$ cat src/rtl/hazard_stall_ctrl.sv
// hazard_stall_ctrl
//   Pipeline hazard / stall controller for a 5-stage in-order core.
//   Detects load-use hazards between EX and ID, squashes IF/ID on taken
//   branches, and freezes the back half of the pipe while data memory is busy.
//   A wait counter flags (sticky) a memory wait that lasts MEM_TIMEOUT cycles.
//
//   Parameters:
//     MEM_TIMEOUT  consecutive MEM_WAIT cycles before timeout (1..255)
//   Optional build macro:
//     HAZARD_STATS_EN  adds StallCnt_o, a saturating count of cycles with
//                      PCWrite_o=0 while out of reset.
//   Ports:
//     clk_i, rst_i (async, active-low)
//     IDRS1_i, IDRS2_i, IDUsesRS2_i  source operands of the ID instruction
//     EXRD_i, EXMemRead_i            destination / load flag of the EX instr.
//     Branch_i                       taken branch resolved in ID
//     MEMBusy_i                      data memory not ready
//     PCWrite_o, IFIDWrite_o, NoOp_o, Flush_o, Hold_o  pipeline controls
//     MemTimeout_o                   sticky memory-wait overrun flag
//     State_o                        current FSM state (RUN/LU_STALL/MEM_WAIT)
module hazard_stall_ctrl #(
  parameter int unsigned MEM_TIMEOUT = 15
) (
  input  logic        clk_i,
  input  logic        rst_i,
  input  logic [4:0]  IDRS1_i,
  input  logic [4:0]  IDRS2_i,
  input  logic        IDUsesRS2_i,
  input  logic [4:0]  EXRD_i,
  input  logic        EXMemRead_i,
  input  logic        Branch_i,
  input  logic        MEMBusy_i,
  output logic        PCWrite_o,
  output logic        IFIDWrite_o,
  output logic        NoOp_o,
  output logic        Flush_o,
  output logic        Hold_o,
  output logic        MemTimeout_o,
  output logic [1:0]  State_o
`ifdef HAZARD_STATS_EN
  ,
  output logic [15:0] StallCnt_o
`endif
);

  typedef enum logic [1:0] {
    RUN      = 2'b00,
    LU_STALL = 2'b01,
    MEM_WAIT = 2'b10,
    ILLEGAL  = 2'b11
  } state_t;

  localparam logic [7:0] TMO8 = 8'(MEM_TIMEOUT);
  localparam logic [8:0] TMO9 = 9'(MEM_TIMEOUT);

  state_t     state_q;
  state_t     state_d;
  logic [7:0] wait_cnt_q;
  logic       timeout_q;
  logic       lu;
  logic [8:0] wait_now;
  logic       timeout_now;

  assign lu = EXMemRead_i && (EXRD_i != '0) &&
              ((EXRD_i == IDRS1_i) || (IDUsesRS2_i && (EXRD_i == IDRS2_i)));

  // wait_cnt_q holds completed MEM_WAIT cycles; +1 includes the current one,
  // so the flag is visible during the MEM_TIMEOUT-th busy wait cycle itself.
  assign wait_now    = {1'b0, wait_cnt_q} + 9'd1;
  assign timeout_now = (state_q == MEM_WAIT) && MEMBusy_i && (wait_now >= TMO9);

  assign MemTimeout_o = timeout_q | timeout_now;
  assign State_o      = state_q;

  always_comb begin
    PCWrite_o   = 1'b1;
    IFIDWrite_o = 1'b1;
    NoOp_o      = 1'b0;
    Flush_o     = 1'b0;
    Hold_o      = 1'b0;
    state_d     = RUN;
    if (!rst_i) begin
      PCWrite_o   = 1'b0;
      IFIDWrite_o = 1'b0;
      NoOp_o      = 1'b1;
    end else if (MEMBusy_i) begin
      Hold_o      = 1'b1;
      PCWrite_o   = 1'b0;
      IFIDWrite_o = 1'b0;
      state_d     = MEM_WAIT;
    end else begin
      case (state_q)
        // The MEM_WAIT exit cycle uses RUN output rules but always returns
        // to RUN, even when it raises a load-use stall.
        RUN, MEM_WAIT: begin
          if (lu) begin
            PCWrite_o   = 1'b0;
            IFIDWrite_o = 1'b0;
            NoOp_o      = 1'b1;
            state_d     = (state_q == RUN) ? LU_STALL : RUN;
          end else if (Branch_i) begin
            Flush_o = 1'b1;
          end
        end
        default: begin
          // LU_STALL (and the unused encoding): detection suppressed.
          if (Branch_i) Flush_o = 1'b1;
        end
      endcase
    end
  end

  always_ff @(posedge clk_i or negedge rst_i) begin
    if (!rst_i) begin
      state_q    <= RUN;
      wait_cnt_q <= '0;
      timeout_q  <= 1'b0;
    end else begin
      state_q <= state_d;
      if (MEMBusy_i) begin
        if (state_q != MEM_WAIT) wait_cnt_q <= '0;
        else if (wait_cnt_q < TMO8) wait_cnt_q <= wait_cnt_q + 8'd1;
      end
      if (timeout_now) timeout_q <= 1'b1;
    end
  end

`ifdef HAZARD_STATS_EN
  logic [15:0] stall_cnt_q;

  always_ff @(posedge clk_i or negedge rst_i) begin
    if (!rst_i) begin
      stall_cnt_q <= '0;
    end else if (!PCWrite_o && (stall_cnt_q != '1)) begin
      stall_cnt_q <= stall_cnt_q + 16'd1;
    end
  end

  assign StallCnt_o = stall_cnt_q;
`endif

endmodule

$ cat config.mk
export PLATFORM = sky130hd
export DESIGN_NAME = hazard_stall_ctrl
export DESIGN_NICKNAME = d
export VERILOG_FILES = /design/src/rtl/hazard_stall_ctrl.sv
export SDC_FILE = /design/constraint.sdc
export NUM_CORES = 1
export LEC_CHECK = 0
export CAP_MARGIN = 40
export CORE_MARGIN = 3
export CORE_UTILIZATION = 46
export CTS_CLUSTER_SIZE = 20
export DETAILED_ROUTE_END_ITERATION = 8
export PLACE_DENSITY = 0.83
export SLEW_MARGIN = 20
export SYNTH_ARGS = -nofsm -noshare
export SYNTH_HDL_FRONTEND = slang
export SYNTH_SLANG_ARGS = --single-unit
$ cat constraint.sdc
create_clock -name clk_i -period 3.3 [get_ports clk_i]
set_input_delay 0.495 -clock clk_i [delete_from_list [all_inputs] [get_ports clk_i]]
set_output_delay 0.495 -clock clk_i [all_outputs]
set_load 0.02 [all_outputs]
======== Word-level counts from Yosys, hierarchy flattened ========
Index checks and enable logic that the tools add are counted.
operators by class
  add/subtract/negate cells ............... 2
  magnitude comparators ................... 2
  equality and inequality tests ........... 4
  mux-type cells .......................... 22
  bitwise gates (word level) .............. 1
  reductions and logical operators ........ 11
operators with widths
  operator             number
  $mux 1               18
  $mux 8               2
  $eq 5x5->1           2
  $add 8x1->9 const B  1
  $ge 9x4->1 const B   1
  $add 8x1->8 const B  1
  $lt 8x4->1 const B   1
  $logic_and 1x1->1    5
  $reduce_bool 5->1    1
  $mux 2               2
  $eq 2x2->1 const B   1
  $logic_not 2->1      1
  $ne 2x2->1 const B   1
  $reduce_and 2->1     1
  $reduce_bool 2->1    1
  $reduce_or 2->1      1
  $logic_or 1x1->1     1
  $or 1x1->1           1
word-level totals
  bits in registers ....................... 11
  output and inout bits ................... 8
  logic and storage cells ................. 45

======== Longest topological paths before layout ========
  depth in word-level cells ............... 8
  mapped depth ............................ 6
  mapped depth without buffers ............ 6

======== Worst setup path after synthesis ========
Ideal clock, no wire load.
  kind .................................... input -> output
  start ................................... input port EXRD_i[1]
  end ..................................... output port PCWrite_o
  data arrival time ....................... 1.827 ns
  data required time ...................... 2.805 ns
  path slack .............................. 0.978 ns
  cell stages on the path ................. 5
  cell sequence ........................... or4_1 > nor2_1 > nor3b_1 > a21oi_1 > buf_4
on the way
  word-level cells in the longest chain between the ends .. 8
ends and longest elaborated chain
  element                  RTL line  text
  start: declaration       29        input logic [4:0] EXRD_i,
  $eq 5x5->1               65        ((EXRD_i == IDRS1_i) || (IDUsesRS2_i && (EXRD_i == IDRS2_i)));
  $logic_and 1x1->1        65
  $logic_or 1x1->1         65
  $logic_and 1x1->1 (*)    64        assign lu = EXMemRead_i && (EXRD_i != '0) &&
  $mux 1 (*) (4 in a row)  -
  end: declaration         33        output logic PCWrite_o,
Mark *: on every way between the ends. The rest lies on a longest branch, timed or not.

======== Final worst setup path ========
  start ................................... input port EXRD_i[1]
  end ..................................... output port Flush_o
on the way
  word-level cells in the longest chain between the ends .. 8
ends and longest elaborated chain
  element                RTL line  text
  $eq 5x5->1             65
  $logic_and 1x1->1      65
  $logic_or 1x1->1       65
  $logic_and 1x1->1 (*)  64
  $mux 1 (*)             96        if (lu) begin
  $mux 1 (*)             92        case (state_q)
  $mux 1 (*)             86        end else if (MEMBusy_i) begin
  $mux 1 (*)             82        if (!rst_i) begin
  end: declaration       36        output logic Flush_o,
Marks and branches as above.

==> run_results.csv <==
group,metric,value,unit
clock_network,cts_resized,0,
timing,maxSlewViolCount,0,
layout,antennaDiodeCount,0,
worst_setup_path,cp_data_required_time,2.80,ns
layout,drive_above_1_share,0.0631,
logic_synthesis,synthDistinctLibCells,34,
floorplan,core_area,1540,µm²
clock_network,ctsHoldBuffers,0,
floorplan,start_util,0.498,
clock_network,cts.sink_count,11,
global_route,grt_pass1_wl,3170,µm
floorplan,core.rowCount,14,
logic_synthesis,synth-seq-cells,11,
timing,max_freq,0.325,GHz
detailed_routing,drc,0,
placed_design,place_ws,0.207,ns
clock_network,root_buffer,"clkbuf_4",
run_status,status,"completed",
clock_network,h-tree-depth,1,
clock_network,cts_tree,"yes",
placed_design,gp_congestion,0.782,
floorplan,die_w,46.9,µm
layout,n_fill_cell,135,
detailed_routing,wl,1860,µm
timing,period_share,0.933,
placed_design,hpwl,1530,µm
clock_network,clk_pin_slew,0.07,ns
min_path,hold_path_class,"in2async",
logic_synthesis,synth_warnings,0,
layout,syn_to_final_growth,41.9,%
worst_setup_path,crit_type,"in2out",
worst_setup_path,end_kind,"output port",
worst_setup_path,arrival,2.58,ns
logic_synthesis,synthesis.area,768,µm²
layout,layout_common_cells,"clkdlybuf4s50_1, dfrtp_1, xnor2_1",
timing,slew-limit-headroom,0.686,
logic_synthesis,synth_fp_nets,103,
detailed_routing,routed_via_density,5.82,
flow_run,max_cap_violations,0,
layout,final_common_cell,"clkdlybuf4s50_1",
clock_network,cts_made_buffers,3,
logic_synthesis,synth-edff-count,0,
logic_synthesis,synth_cells,80,
floorplan,die_height,46.9,µm
global_route,antenna_found_initial,0,
logic_synthesis,ys_seq_area_frac,0.358,
detailed_routing,drt_iter0_drc,10,
layout,final_nets,135,
timing,worst_clock_skew,0.00229,ns
logic_synthesis,synth_ff_type,"dfrtp_1",
power,peakVddDrop,0.205,mV
detailed_routing,routedWlPerCell,14.6,µm
floorplan,num_io_pins,29,
timing,hold_viol,0,
timing,grt_setup_unrepaired,"false",
detailed_routing,dr.pass1.iters,5,
timing,setup_viol,0,
power,leakagePower,0.000456,µW
timing,fin_ws,0.221,ns
placed_design,io_buffers,28,
global_route,grt_usage,0.203,
layout,stdcell_count,127,
timing,tightest_slew,0.471,ns
global_route,grt_pass1_vias,717,
global_route,grt_start_max_net_pins,9,
floorplan,die_area,2200,µm²
power,p_per_area,282,nW/µm²
logic_synthesis,synth-async-reset-ratio,1.00,
clock_network,clock_path_buffers,2,
timing,fin_crit,3.08,ns
worst_setup_path,worst_setup_path_start_kind,"primary input",
logic_synthesis,synth.avg_cell_area,9.60,µm²
detailed_routing,vias,739,
detailed_routing,drt.antenna.violating_nets,0,
clock_network,clk-insertion-delay-late,0.27,ns
timing,holdWs,0.453,ns
global_route,gr-total-overflow,0,
worst_setup_path,cp_max_fo,4,
clock_network,postCtsSetupBuffers,0,
timing,setup_tns,0,ns
placed_design,place_inst,123,
==> worst max-delay path: stages <==
cell and delay [ns]:
clkdlybuf4s50_1 0.47, or4_1 0.55, nor2_1 0.11, nor3b_1 0.09
a211oi_2 0.23, clkdlybuf4s50_1 0.64
==> synthesized netlist by cell type (2+ instances only) <==
| cell type | instances | area [µm²] |
|---|---|---|
| ha_1 | 2 | 25.0 |
| nand2_1 | 5 | 18.8 |
| a211o_1 | 2 | 17.5 |
| xnor2_1 | 11 | 96.3 |
| a31oi_1 | 3 | 18.8 |
| and2_1 | 4 | 25.0 |
| nor2_1 | 5 | 18.8 |
| o211ai_1 | 2 | 15.0 |
| inv_1 | 5 | 18.8 |
| dfrtp_1 | 11 | 275 |
| nand4_1 | 2 | 12.5 |
| nand3_1 | 4 | 20.0 |
| o2bb2ai_1 | 2 | 17.5 |
| nor3b_1 | 2 | 15.0 |
==> where the power goes <==
group          leakage, µW  total, µW  internal (µW)  switching (µW)
Sequential        0.000152        140            137            2.96
Clock            0.0000150       91.5           46.8            44.6
Combinational     0.000290       76.1           44.2            31.8
Total             0.000456        308            228            79.4
==> registers in the layout, indices dropped and copies added, names as in the netlist <==
| name | count |
|---|---|
| wait_cnt_q | 8 |
| State_o | 2 |
| timeout_q | 1 |
==> final timing paths <==
path / depth (start not counted) / slack [ns] / end / startpoint
max in group asynchronous: 2 / 2.45 / State_o[0] / rst_i
min in group clk_i: 2 / 0.56 / timeout_q / timeout_q
worst max register to register: 5 / 1.62 / wait_cnt_q[5] / wait_cnt_q[0]
worst min-delay path: 1 / 0.45 / State_o[1] / rst_i
worst max-delay path: 6 / 0.22 / Flush_o / EXRD_i[1]
worst min register to register: 2 / 0.56 / timeout_q / timeout_q
==> stage by stage <==
step,util,power [µW],instance area [µm²]
6_report,0.707,308,1090
5_1_grt,0.707,327,1090
4_1_cts,0.707,311,1090
3_5_place_dp,0.690,219,1060
3_3_place_gp,0.690,217,1060
2_1_floorplan,-,176,768
==> routing by layer <==
metal	track usage	vias up	routed length [µm]
li1	-	355	-
met1	0.252	349	785
met2	0.325	35	929
met3	0.0843	0	143
met4	0.0497	0	0
met5	0	-	0
==> area by class of cell <==
class,instances,area (µm²),area share
clock buffers,4,26.3,0.0241
repair buffers,29,288,0.264
multi-input cells,62,462,0.424
well taps,16,20.0,0.0184
inverters,5,18.8,0.0172
flip-flops and latches,11,275,0.253
==> cell families (layout without fill, tap and decap cells) <==
| logic type | count (synthesis) | in the layout | synth area share |
|---|---|---|---|
| and+or+nand+nor | 29 | 29 | 0.233 |
| AOI/OAI and AO/OA | 19 | 19 | 0.199 |
| xor gates and xnor gates | 12 | 12 | 0.137 |
| DFF | 11 | 11 | 0.358 |
| buffers and inverters | 7 | 38 | 0.0407 |
| adders and majority gates | 2 | 2 | 0.0326 |
Power figures use the tool's default switching activity.
